==> src/rtl/morse_pkg.sv <==
// Shared Morse definitions for the transmitter and the key-decoding receiver.
// Contents: FSM state codes, phase lengths in Morse units, the letter code
// space (A=0 .. Z=25, 31 = word space, 26..30 invalid) and the letter table.
package morse_pkg;

    // FSM state codes
    typedef logic [1:0] morse_state_t;
    localparam morse_state_t ST_IDLE = 2'd0;
    localparam morse_state_t ST_MARK = 2'd1;
    localparam morse_state_t ST_GAP  = 2'd2;
    localparam morse_state_t ST_LGAP = 2'd3;

    // Phase lengths in Morse units
    localparam logic [2:0] DOT_U      = 3'd1;
    localparam logic [2:0] DASH_U     = 3'd3;
    localparam logic [2:0] SYM_GAP_U  = 3'd1;
    localparam logic [2:0] LET_GAP_U  = 3'd3;
    localparam logic [2:0] WORD_GAP_U = 3'd7;

    localparam logic [4:0] CODE_SPACE      = 5'd31;
    localparam logic [4:0] CODE_MAX_LETTER = 5'd25;

    // len = number of symbols; pat bit 1 = dash. The first symbol sent is
    // pat[len-1], the last is pat[0].
    typedef struct packed {
        logic [2:0] len;
        logic [3:0] pat;
    } morse_sym_t;

    function automatic morse_sym_t morse_lookup(input logic [4:0] code);
        morse_sym_t r;
        case (code)
            5'd0:    r = {3'd2, 4'b0001};  // A .-
            5'd1:    r = {3'd4, 4'b1000};  // B -...
            5'd2:    r = {3'd4, 4'b1010};  // C -.-.
            5'd3:    r = {3'd3, 4'b0100};  // D -..
            5'd4:    r = {3'd1, 4'b0000};  // E .
            5'd5:    r = {3'd4, 4'b0010};  // F ..-.
            5'd6:    r = {3'd3, 4'b0110};  // G --.
            5'd7:    r = {3'd4, 4'b0000};  // H ....
            5'd8:    r = {3'd2, 4'b0000};  // I ..
            5'd9:    r = {3'd4, 4'b0111};  // J .---
            5'd10:   r = {3'd3, 4'b0101};  // K -.-
            5'd11:   r = {3'd4, 4'b0100};  // L .-..
            5'd12:   r = {3'd2, 4'b0011};  // M --
            5'd13:   r = {3'd2, 4'b0010};  // N -.
            5'd14:   r = {3'd3, 4'b0111};  // O ---
            5'd15:   r = {3'd4, 4'b0110};  // P .--.
            5'd16:   r = {3'd4, 4'b1101};  // Q --.-
            5'd17:   r = {3'd3, 4'b0010};  // R .-.
            5'd18:   r = {3'd3, 4'b0000};  // S ...
            5'd19:   r = {3'd1, 4'b0001};  // T -
            5'd20:   r = {3'd3, 4'b0001};  // U ..-
            5'd21:   r = {3'd4, 4'b0001};  // V ...-
            5'd22:   r = {3'd3, 4'b0011};  // W .--
            5'd23:   r = {3'd4, 4'b1001};  // X -..-
            5'd24:   r = {3'd4, 4'b1011};  // Y -.--
            5'd25:   r = {3'd4, 4'b1100};  // Z --..
            default: r = {3'd0, 4'b0000};
        endcase
        return r;
    endfunction

endpackage

==> src/rtl/morse_unit_timer.sv <==
// Phase timer for the Morse transmitter.
// A cycle prescaler counts 0..UNIT_CYCLES-1 and ticks on its last cycle; a
// 3-bit unit counter loaded with the phase length is decremented per tick.
// Ports:
//   wiCLK  in  system clock
//   wrst   in  synchronous active-low reset
//   start  in  load a new phase (prescaler to 0, unit count to len)
//   len    in  phase length in units (1..7)
//   run    in  advance the timer this cycle
//   done   out last cycle of the current phase
module morse_unit_timer #(
    parameter int UNIT_CYCLES = 25_000_000
) (
    input  logic       wiCLK,
    input  logic       wrst,
    input  logic       start,
    input  logic [2:0] len,
    input  logic       run,
    output logic       done
);

    localparam int CW = $clog2(UNIT_CYCLES);
    localparam logic [CW-1:0] CNT_LAST = CW'(UNIT_CYCLES - 1);

    logic [CW-1:0] cnt;
    logic [2:0]    units;
    logic          tick;

    assign tick = (cnt == CNT_LAST);
    assign done = run && tick && (units == 3'd1);

    always_ff @(posedge wiCLK) begin
        if (!wrst) begin
            cnt   <= '0;
            units <= '0;
        end else if (start) begin
            cnt   <= '0;
            units <= len;
        end else if (run) begin
            if (tick) begin
                cnt   <= '0;
                units <= units - 3'd1;
            end else begin
                cnt <= cnt + CW'(1);
            end
        end
    end

endmodule

==> src/rtl/morse_tx.sv <==
// Morse transmitter: takes one 5-bit letter code per valid/ready handshake
// and keys wTone with standard Morse timing.
// Ports:
//   wiCLK   in   system clock
//   wrst    in   synchronous active-low reset
//   wCode   in   letter code (A=0..Z=25, 31 = word space, 26..30 invalid)
//   wValid  in   wCode valid
//   wReady  out  a code can be accepted this cycle
//   wAbort  in   abandon the current letter/space, no trailing gap
//   wTone   out  1 = mark (tone/LED on)
//   wBusy   out  letter or space in progress
//   wErr    out  one-cycle pulse after an accepted invalid code
//   wLeft   out  symbols still to send, including the active one
//
// state | meaning
// IDLE  | waiting for a code
// MARK  | tone on for a dot (1U) or dash (3U)
// GAP   | 1U silence between symbols of a letter
// LGAP  | trailing silence: 3U after a letter, 7U for a word space
module morse_tx
    import morse_pkg::*;
#(
    parameter int UNIT_CYCLES = 25_000_000
) (
    input  logic       wiCLK,
    input  logic       wrst,
    input  logic [4:0] wCode,
    input  logic       wValid,
    output logic       wReady,
    input  logic       wAbort,
    output logic       wTone,
    output logic       wBusy,
    output logic       wErr,
    output logic [2:0] wLeft
);

    morse_state_t state, nxt_state;
    logic [2:0]   left_q, nxt_left;
    logic [3:0]   pat_q, nxt_pat;
    logic         err_q, nxt_err;
    logic         tmr_start, tmr_done;
    logic [2:0]   tmr_len;
    logic         accept;
    morse_sym_t   sym;

    assign wReady = (state == ST_IDLE) && !wAbort;
    assign accept = wValid && wReady;
    assign sym    = morse_lookup(wCode);

    assign wTone = (state == ST_MARK);
    assign wBusy = (state != ST_IDLE);
    assign wErr  = err_q;
    assign wLeft = left_q;

    always_comb begin
        nxt_state = state;
        nxt_left  = left_q;
        nxt_pat   = pat_q;
        nxt_err   = 1'b0;
        tmr_start = 1'b0;
        tmr_len   = DOT_U;
        case (state)
            ST_IDLE: begin
                if (accept) begin
                    if (wCode <= CODE_MAX_LETTER) begin
                        nxt_state = ST_MARK;
                        nxt_left  = sym.len;
                        nxt_pat   = sym.pat;
                        tmr_start = 1'b1;
                        tmr_len   = sym.pat[2'(sym.len - 3'd1)] ? DASH_U : DOT_U;
                    end else if (wCode == CODE_SPACE) begin
                        nxt_state = ST_LGAP;
                        nxt_left  = 3'd0;
                        tmr_start = 1'b1;
                        tmr_len   = WORD_GAP_U;
                    end else begin
                        nxt_err = 1'b1;
                    end
                end
            end
            ST_MARK: begin
                if (tmr_done) begin
                    tmr_start = 1'b1;
                    if (left_q > 3'd1) begin
                        nxt_state = ST_GAP;
                        nxt_left  = left_q - 3'd1;
                        tmr_len   = SYM_GAP_U;
                    end else begin
                        nxt_state = ST_LGAP;
                        nxt_left  = 3'd0;
                        tmr_len   = LET_GAP_U;
                    end
                end
            end
            ST_GAP: begin
                // left_q already counts the upcoming symbol
                if (tmr_done) begin
                    nxt_state = ST_MARK;
                    tmr_start = 1'b1;
                    tmr_len   = pat_q[2'(left_q - 3'd1)] ? DASH_U : DOT_U;
                end
            end
            ST_LGAP: begin
                if (tmr_done) begin
                    nxt_state = ST_IDLE;
                end
            end
            default: nxt_state = ST_IDLE;
        endcase
        if ((state != ST_IDLE) && wAbort) begin
            nxt_state = ST_IDLE;
            nxt_left  = 3'd0;
            tmr_start = 1'b0;
        end
    end

    always_ff @(posedge wiCLK) begin
        if (!wrst) begin
            state  <= ST_IDLE;
            left_q <= 3'd0;
            pat_q  <= 4'd0;
            err_q  <= 1'b0;
        end else begin
            state  <= nxt_state;
            left_q <= nxt_left;
            pat_q  <= nxt_pat;
            err_q  <= nxt_err;
        end
    end

    morse_unit_timer #(
        .UNIT_CYCLES(UNIT_CYCLES)
    ) u_timer (
        .wiCLK (wiCLK),
        .wrst  (wrst),
        .start (tmr_start),
        .len   (tmr_len),
        .run   (wBusy),
        .done  (tmr_done)
    );

endmodule

==> config.mk <==
export PLATFORM = sky130hd
export DESIGN_NAME = morse_tx
export DESIGN_NICKNAME = d
export VERILOG_FILES = /design/src/rtl/morse_pkg.sv /design/src/rtl/morse_unit_timer.sv /design/src/rtl/morse_tx.sv
export SDC_FILE = /design/constraint.sdc
export NUM_CORES = 1
export LEC_CHECK = 0
export BUFFER_PORTS_ARGS = -buffer_cell sky130_fd_sc_hd__clkbuf_2
export CAP_MARGIN = 20
export CORE_MARGIN = 2
export CORE_UTILIZATION = 35
export DETAILED_ROUTE_END_ITERATION = 12
export GPL_ROUTABILITY_DRIVEN = 0
export SETUP_SLACK_MARGIN = 0.05
export SLEW_MARGIN = 20
export SYNTH_ARGS = -nofsm -noshare
export SYNTH_HDL_FRONTEND = slang
export SYNTH_HIERARCHICAL = 1
export SYNTH_SLANG_ARGS = --single-unit
==> constraint.sdc <==
create_clock -name wiCLK -period 5 [get_ports wiCLK]
set_input_delay 0.25 -clock wiCLK [delete_from_list [all_inputs] [get_ports wiCLK]]
set_output_delay 0.25 -clock wiCLK [all_outputs]
set_load 0.05 [all_outputs]
==> metrics.txt <==
status=finished clean; Max Slew Vio Count=0; DRT iter0 DRCs=192; Min Hold Slack=0.343 ns; post-route cell area=~0.0030 mm2; insertion delay to the later sink of the worst-skew pair=between 0.2 and 0.3 ns; Syn Nets=368; Tcrit/Tclk final=0.716; Final setup viols=0; Logic pwr share=0.346; fmax=279 MHz; Net Sw Frac=0.361; num rows=32; Setup Crit Path Kind=flip-flop to flip-flop; synth unique cells=69; hold buffer count at cts=0; fraction of synthesis flops using an asynchronous set or reset pin=0; pwr dens=between 300 and 400 mW/mm2; H-tree Lvls=2; Hold Vio Cnt, Final=0; crit path launch type=flip-flop; DR pass1 iterations=4; gr usage total=0.163; width of the die=92.8 um; Starting Density=0.359; Clock transition at path regs=0.07 ns; Min Clock Period, post-route=3.58 ns; largest net degree at the start of global routing=24; deepest clock path buffer count=2; Post-DP Area=0.00291 mm2; Post-Synthesis Cells=between 300 and 400; endpoint type of the worst setup path=flip-flop; Vias=about 2600; Post-Syn Area=0.00276 mm2; ys flop type=dfxtp_1; initial antenna violation count=0; drt total wl=between 6 and 7 mm; Clk pwr share=0.277; register area share after synthesis=0.275; chip height=around 93 um; worst path required time=5.17 ns; number of global-route vias before repair=2462; routed len/inst=14.6 um; Setup Buffers After CTS=0; Num CTS Buffers=5; Sw Pwr=331 uW; diode count=0; Worst-Margin Slew=roughly 0.57 ns; Layout Utilization=0.393; Post-synth EDFFs=0; VDD IR max=127 uV; Reg power frac=0.377; DRT antenna net count=0; Yosys reg bits=38; Fill cells=821; R2R cell count=12; die area=0.00862 mm2; internal power=587 uW; area grow syn2layout=9.38%; vias per cell=5.61; number of port buffers=15; leakage power=0.00105 uW; leading post-synthesis cells by cell area=dfxtp_1 28%, ha_1 8.2%, nor2_1 4.1%; Nets=381; Rel. slew slack=0.615; CP Data Arrival Time=about 3.8 ns; CTS tree=done; HP Class=input port to flip-flop; Setup Skew=0.00697 ns; # resized after CTS=0; setup tns final=0 ns; first-pass GRT wire length=11.7 mm; area share of the largest cell type after synthesis=0.275; share of cells above drive strength 1=0.110; # IOs=16; RSZ-0062 raised after global routing=no; Hold Path Stages=3; CTS Sinks=38; Root Buffer=clkbuf_8; Synth area leader=dfxtp_1; dpl hpwl=~5.0 mm; final routed DRC violation total=0; Remaining Overflow, GRT=0; Power Total=918 uW; Core Area=0.00769 mm2; Synth warnings=6; CP max FO=23; Max Cap Viol=0; Avg Inst Size Synth=around 8 um2
power groups by stage:
stage          clock, uW  combinational [uW]  sequential (uW)
3_5_place_dp           0                 317              353
3_3_place_gp           0                 314              351
2_1_floorplan          0                 234              367
6_report             255                 317              346
5_1_grt              277                 348              351
4_1_cts              265                 318              346
per-stage QoR:
stage | instances | worst slack, ns
after floorplan | 341 | 1.44
after global placement | 449 | 1.63
after detailed placement | 449 | 1.42
after CTS | 457 | 1.41
after global routing | 457 | 0.911
final | 457 | 1.42
final timing paths:
check        startpoint               end  slack (ns)
max            state[0]    u_timer/cnt[5]        1.42
min                wrst  u_timer/units[0]        0.34
max reg2reg    state[0]    u_timer/cnt[5]        1.42
min reg2reg    pat_q[0]          pat_q[0]        0.48
cell usage in the layout (no fill, tap or decap), drive strengths merged, types with 3 or more instances in the layout:
cell	n
a211oi	8
a21o	3
a21oi	22
and2b	3
and3	6
clkbuf	22
dfxtp	38
ha	18
inv	21
mux2i	5
nand2	27
nand2b	6
nand3	12
nand3b	3
nand4	8
nor2	30
nor2b	4
nor3	10
nor3b	3
nor4	8
o21ai	15
o31ai	13
or3	8
or3b	3
or4	9
xnor2	8
xor2	4
state kept, by name (all words and copies together), names as in the netlist:
| register | count |
|---|---|
| u_timer/cnt | 25 |
| wLeft | 3 |
| state | 2 |
| pat_q | 4 |
| u_timer/units | 3 |
| wErr | 1 |
synth_stat cells, types with 3 or more instances:
cell type	instances
nor2b_1	4
a21oi_1	21
o21ai_0	13
nor2_1	30
mux2i_1	5
xor2_1	4
and3_1	5
a21o_1	3
xnor2_1	8
inv_1	19
o31ai_1	13
nor3_1	10
nand2_1	27
nand3_1	10
a211oi_1	7
clkbuf_1	5
nand2b_1	6
nor4_1	8
nand4_1	8
or4_1	9
nand3b_1	3
dfxtp_1	38
ha_1	18
or3_1	8
nor3b_1	3
worst max-delay path, cell delays in order (launching register included):
cell and delay [ns]:
dfxtp_1 0.40, inv_1 0.13, ha_1 0.31, inv_1 0.28, and3_1 0.30, nand4_1 0.26, nor4_1 0.46, nand2_1 0.14
a221oi_1 0.49, nor2b_1 0.21, o21ai_1 0.12, buf_4 0.28, nor2_1 0.08
metal layers:
metal / part of all wire / global-route usage / vias to the layer above
met5: 0 / 0 / -
met3: 0.037 / 0.0358 / 10
li1: - / - / 1290
met2: 0.45 / 0.256 / 48
met4: 0.014 / 0.0551 / 0
met1: 0.50 / 0.220 / 1215
logic make-up after synthesis:
family          count (synthesis)  synth area share
fa+ha+maj                      18            0.0816
xor+xnor                       12            0.0381
compound gates                 84             0.216
buf+inv                        31            0.0503
other cells                     1           0.00136
simple gates                  149             0.299
flops                          38             0.275
mux                             8            0.0385
final cells by class:
class | instances | area, um2 | area share
multi-input cells | 272 | 1860 | 0.616
flip-flops and latches | 38 | 761 | 0.252
well taps | 102 | 128 | 0.0423
repair buffers | 16 | 82.6 | 0.0273
inverters | 21 | 81.3 | 0.0269
clock buffers | 7 | 76.3 | 0.0253
clock inverters | 1 | 30.0 | 0.00994
(Power assumes the default switching activity.)
